File: config.mk
export PLATFORM = sky130hd
export DESIGN_NAME = mc_mi_sram
export DESIGN_NICKNAME = d
export VERILOG_FILES = /design/src/rtl/mc_mi_sram.sv
export SDC_FILE = /design/constraint.sdc
export NUM_CORES = 1
export LEC_CHECK = 0
export ABC_CLOCK_PERIOD_IN_PS = 3100
export CAP_MARGIN = 25
export CORE_UTILIZATION = 35
export CTS_CLUSTER_DIAMETER = 60
export DETAILED_ROUTE_END_ITERATION = 12
export GPL_TIMING_DRIVEN = 0
export PLACE_DENSITY = 0.82
export SLEW_MARGIN = 20
export SYNTH_ARGS = -nofsm -noshare
export SYNTH_HDL_FRONTEND = slang
export SYNTH_SLANG_ARGS = --single-unit
File: constraint.sdc
create_clock -name clk -period 3.1 [get_ports clk]
set_input_delay 0.62 -clock clk [delete_from_list [all_inputs] [get_ports clk]]
set_output_delay 0.62 -clock clk [all_outputs]
set_load 0.02 [all_outputs]
File: src/rtl/mc_mi_sram.sv
// Burst responder for the cache core's mi_* protocol against a single-port
// synchronous memory with one-cycle read latency and a memory-side stall.
module mc_mi_sram #(
  parameter int ADDR_WIDTH     = 24,
  parameter int MEM_ADDR_WIDTH = 16
) (
  input  logic                      clk,
  input  logic                      rst_n,
  input  logic [ADDR_WIDTH-1:0]     mi_addr,
  input  logic [6:0]                mi_len,
  input  logic                      mi_rw,
  input  logic                      mi_valid,
  output logic                      mi_ready,
  input  logic [31:0]               mi_wdata,
  output logic                      mi_wack,
  output logic                      mi_wlast,
  output logic [31:0]               mi_rdata,
  output logic                      mi_rstb,
  output logic                      mi_rlast,
  output logic [MEM_ADDR_WIDTH-1:0] mem_addr,
  output logic [31:0]               mem_wdata,
  output logic                      mem_we,
  output logic                      mem_re,
  input  logic [31:0]               mem_rdata,
  input  logic                      mem_stall
);

  typedef enum logic [1:0] {
    ST_IDLE  = 2'd0,
    ST_WRITE = 2'd1,
    ST_READ  = 2'd2
  } state_e;

  state_e                state_q, state_d;
  logic [ADDR_WIDTH-1:0] base_q, base_d;
  logic [6:0]            cnt_q, cnt_d;
  logic [6:0]            len_q, len_d;
  logic                  rd_pend_q, rd_pend_d;
  logic                  rd_last_pend_q, rd_last_pend_d;

  logic [ADDR_WIDTH-1:0] addr_sum_s;
  logic                  is_last_s;
  logic                  unused_addr_s;

  // Sum is formed at full address width so bursts wrap at the top of memory.
  assign addr_sum_s    = base_q + ADDR_WIDTH'(cnt_q);
  assign is_last_s     = (cnt_q == len_q);
  assign unused_addr_s = ^addr_sum_s;

  assign mem_addr  = addr_sum_s[MEM_ADDR_WIDTH-1:0];
  assign mem_wdata = mi_wdata;
  assign mi_rdata  = mem_rdata;
  assign mi_rstb   = rd_pend_q;
  assign mi_rlast  = rd_pend_q & rd_last_pend_q;
  assign mi_ready  = (state_q == ST_IDLE) & ~rd_pend_q;

  // Next-state, counter and strobe decode.
  always_comb begin
    state_d        = state_q;
    base_d         = base_q;
    cnt_d          = cnt_q;
    len_d          = len_q;
    rd_pend_d      = 1'b0;
    rd_last_pend_d = 1'b0;
    mi_wack        = 1'b0;
    mi_wlast       = 1'b0;
    mem_we         = 1'b0;
    mem_re         = 1'b0;

    case (state_q)
      ST_IDLE: begin
        if (mi_valid && mi_ready) begin
          base_d  = mi_addr;
          len_d   = mi_len;
          cnt_d   = 7'd0;
          state_d = mi_rw ? ST_READ : ST_WRITE;
        end else begin
          state_d = ST_IDLE;
        end
      end
      ST_WRITE: begin
        if (!mem_stall) begin
          mi_wack  = 1'b1;
          mem_we   = 1'b1;
          mi_wlast = is_last_s;
          cnt_d    = cnt_q + 7'd1;
          if (is_last_s) begin
            state_d = ST_IDLE;
          end else begin
            state_d = ST_WRITE;
          end
        end else begin
          cnt_d = cnt_q;
        end
      end
      ST_READ: begin
        // The strobe for an issued word appears one cycle later, with the data.
        if (!mem_stall) begin
          mem_re         = 1'b1;
          rd_pend_d      = 1'b1;
          rd_last_pend_d = is_last_s;
          cnt_d          = cnt_q + 7'd1;
          if (is_last_s) begin
            state_d = ST_IDLE;
          end else begin
            state_d = ST_READ;
          end
        end else begin
          cnt_d = cnt_q;
        end
      end
      default: begin
        state_d = ST_IDLE;
      end
    endcase
  end

  // State and burst bookkeeping registers.
  always_ff @(posedge clk or negedge rst_n) begin
    if (!rst_n) begin
      state_q        <= ST_IDLE;
      base_q         <= '0;
      cnt_q          <= 7'd0;
      len_q          <= 7'd0;
      rd_pend_q      <= 1'b0;
      rd_last_pend_q <= 1'b0;
    end else begin
      state_q        <= state_d;
      base_q         <= base_d;
      cnt_q          <= cnt_d;
      len_q          <= len_d;
      rd_pend_q      <= rd_pend_d;
      rd_last_pend_q <= rd_last_pend_d;
    end
  end

endmodule

== Word level (Yosys, flattened, before mapping) ==
Cells that the tools add are included.
Word-level totals
  register bits: 34
  output and inout port bits: 87
Operators by class
  multiplexer cells: 16
  reductions and logical operators: 7
  add/subtract/negate cells: 2
  bitwise gates (word level): 3
  eq/ne operators: 7
Operators with widths (number)
  $add A16 B7 Y16: 1
  $mux W7: 2
  $pmux W7 S2: 1
  $mux W2: 5
  $add A7 B1 Y7 const B: 1
  $eq A7 B7 Y1: 1
  $mux W1: 7
  $ne A2 B2 Y1 const B: 3
  $pmux W2 S3: 1
  $reduce_and A2 Y1: 2
  $reduce_and A3 Y1: 1
  $and A1 B1 Y1: 2
  $eq A2 B1 Y1 const B: 1
  $eq A2 B2 Y1 const B: 1
  $logic_not A2 Y1: 1
  $ne A2 B1 Y1 const B: 1
  $reduce_bool A2 Y1: 1
  $reduce_or A2 Y1: 1
  $logic_and A1 B1 Y1: 1
  $not A1 Y1: 1

== Longest topological paths before layout ==
  depth after elaboration: 5
  depth in mapped cells: 7

== Least setup slack after synthesis ==
OpenSTA, ideal clock, no wires.
  kind: flip-flop to output port
  start: reg cnt_q[0]
  end: out mem_addr[12]
  setup slack: 491 ps
  data required time: 2480 ps
  cell stages (with the launch flop): 7
  arrival time: 1989 ps
  path buffers: 0
  cell sequence: dfrtp_1 ha_1 fa_1 a211oi_1 o211ai_1 nor4bb_1 xor2_1
On the way
  word-level cells in the longest chain between the ends: 1
Ends and longest elaborated chain
  from (decl): RTL line 36  | logic [6:0] cnt_q, cnt_d;
  from (signal assigned): RTL line 130  | cnt_q <= cnt_d;
  $add A16 B7 Y16: RTL line 46  | assign addr_sum_s = base_q + ADDR_WIDTH'(cnt_q);
  to (decl): RTL line 20  | output logic [MEM_ADDR_WIDTH-1:0] mem_addr,
No other way between the ends.

== Final worst setup path ==
  start: reg cnt_q[0]
  end: out mem_addr[14]
The elaborated chain is that of the path after synthesis.

==> flow_summary.ini <==
[setup_path]
critPathRequiredTime_ns = 2.48
arrival_ns = 2.36
max_stage_delay_ns = 0.48
slowest_stage = dfrtp_2
path_delay_family = adder cells
worstSetupPathType = reg2out
cp-start-kind = register
crit_fanout = 7
end_kind = primary output
crit_chain = ha_4 > fa_2 > a211oi_2 > o211ai_1 > nand3b_1 > xnor2_1 > clkdlybuf4s15_2
crit_buf_inv = 1

[pwr]
power_w = 0.00269
leakage_nw = 1.84
swShare_pct = 44.0
vdd_drop_max_mv = 0.273
p_int_w = 0.00150
p_sw_w = 0.00118
seqPwrFrac_pct = 29.8
p_clk_share_pct = 12.1
p_comb_share_pct = 58.1
p_per_area_nw_per_um2 = 688

[layout]
area_growth_pct = 54.4
final_util_pct = 56.8
final_nets = 536
drive_gt1_share_pct = 20.5
final_cells = 520
n_antenna_cell = 0
fin_area_um2 = 3900

[timing]
fin_skew_ns = 0.00575
setup_ws_ns = 0.116
setup_viol = 0
worst_slew_pin_slew_ns = 0.742
min_period_ns = 2.98
finalMaxSlewViolations = 0
fmax_ghz = 0.335
hold_violations = 0
timing.slew.headroom_pct = 50.5
rsz0062_at_grt = no
finalCritPeriodShare_pct = 96.3

[clock_network]
cts.sinks = 34
worst_skew_pair.late_latency_ns = 0.28
holdBufCountCts = 0
cts_buffers = 5
cts_max_path_buffers = 2
root_buffer = clkbuf_8
cts_tree = done
h-tree-depth = 2
clk_pin_slew_ns = 0.06

[global_route]
antenna_found_initial = 0
grt_max_degree = 35
globalRoute.totalOverflow = 0
grt_pass1_vias = 2351
grt_first_pass_wirelength_um = 9920
grt_use_total_pct = 16.6

[floorplan]
die-area_um2 = 7560
io-pin-count = 187
fp-row-count = 30
start_util_pct = 36.8
die_h_um = 87.0
core_region_area_um2 = 6870
die_w_um = 87.0

[min_path]
hold_class = in2async

[outcome]
status = finished, final reports clean

[route]
wirelength_um = 6360
dr.pass1.iters = 4
drtIter0Drc = 113
vias = 2393
wl_per_cell_um = 12.2
drc = 0
via_per_inst = 4.60
ant_nets = 0

[yosys]
yosysMostFrequentCell = nand2_1
ys_types = 32
ys_ff_latch = 34
synth_common_cells = nand2_1, buf_4, dfrtp_1
synthFlopType = dfrtp_1
syn_area_um2 = 2530
avgSynthCellArea_um2 = 8.37
seq_area_frac_synth_pct = 33.7
synth_edf_count = 0
synth_top_area_share_pct = 33.7
netlist_instances = 302
yosys_warnings = 0
async_flop_share_pct = 100
yosysTopAreaCell = dfrtp_1
syn_nets = 415
yosys-top-cells-area = dfrtp_1, buf_4, nand2_1

[place]
gp_congestion = 0.819
dp_hpwl_um = 5160
place_area_um2 = 3780
dpl.cell_count = 512
portBuffers = 114
place_ws_ns = -0.168

[flow_run]
maxCapViolCount = 0
-- placed cells by master, fill, tap and decap left out, types with 3 or more instances in the layout --
master and n:
clkdlybuf4s50_1 102, nand2_1 76, buf_4 67, dfrtp_1 33
xnor2_1 15, nor2_1 11, ha_1 10, nand3_1 8
xor2_1 8, inv_1 7, a21oi_1 7, o21ai_0 7
o211ai_1 6, clkbuf_8 6, dlygate4sd2_1 6, clkbuf_1 5
nand4_1 4, a211oi_1 4, nand3b_1 3, a21o_1 3
nand2b_1 3, o31ai_1 3
-- worst paths after layout --
path,end,from,cells after the start,slack [ns]
worst max-delay path,mem_addr[14],cnt_q[0]$_DFFE_PN0P_,7,0.12
worst min-delay path,rd_last_pend_q$_DFF_PN0_,rst_n,1,0.40
worst max register to register,cnt_q[4]$_DFFE_PN0P_,state_q[1]$_DFFE_PN0P_,5,1.11
worst min register to register,len_q[4]$_DFFE_PN0P_,len_q[4]$_DFFE_PN0P_,2,0.49
max in group asynchronous,cnt_q[0]$_DFFE_PN0P_,rst_n,1,2.17
min in group clk,len_q[4]$_DFFE_PN0P_,len_q[4]$_DFFE_PN0P_,2,0.49
-- sequential cells by signal, indices dropped and copies added (netlist names) --
signal	flops
base_q	16
cnt_q	7
len_q	7
state_q	2
mi_rstb	1
rd_last_pend_q	1
-- layer usage --
metal / vias up / part of all wire [%] / GRT usage (%) / routed length, µm
met5: - / 0 / 0 / 0
met4: 0 / 1.1 / 4.85 / 69
met3: 8 / 8.8 / 4.36 / 558
met2: 122 / 51 / 30.9 / 3270
met1: 1092 / 39 / 18.5 / 2460
li1: 1171 / - / - / -
-- final cells by class --
cell class	instances	area (µm²)
sequential	34	852
inverter	7	26.3
buffer	70	510
fill	644	2970
tap	96	120
timing repair buffer	115	1130
multi-input combinational	190	1170
clock inverter	1	5.00
clock buffer	7	86.3
-- through the flow --
stage	hold WS, ns	TNS [ns]
CTS	0.423	-0.0496
detailed placement	0.472	-0.461
finish	0.401	0
global placement	0.466	-0.479
global route	0.468	0
floorplan	0.324	0
-- power groups by stage --
stage / clock (W) / sequential (W) / combinational, W
after floorplan: 0 / 0.000757 / 0.00102
after global placement: 0 / 0.000784 / 0.00154
after detailed placement: 0 / 0.000799 / 0.00158
after CTS: 0.000337 / 0.000793 / 0.00156
after global routing: 0.000356 / 0.000827 / 0.00172
final: 0.000326 / 0.000800 / 0.00156
-- kinds of logic (layout without fill, tap and decap cells) --
group,after synthesis,in the layout,synth area share [%]
adders and majority gates,13,13,6.73
xor gates and xnor gates,23,23,7.97
and+or+nand+nor,116,116,20.3
AOI/OAI and AO/OA,38,38,9.90
DFF,34,34,33.7
buffers and inverters,78,200,21.4
-- repair_timing --
action | in CTS | in global routing
gates cloned | 0 | 0
setup buffers | 1 | 0
resized for setup | 23 | 9
setup endpoints to repair | 11 | 9
pin swaps | 1 | 1
Power figures use the tool's default switching activity.
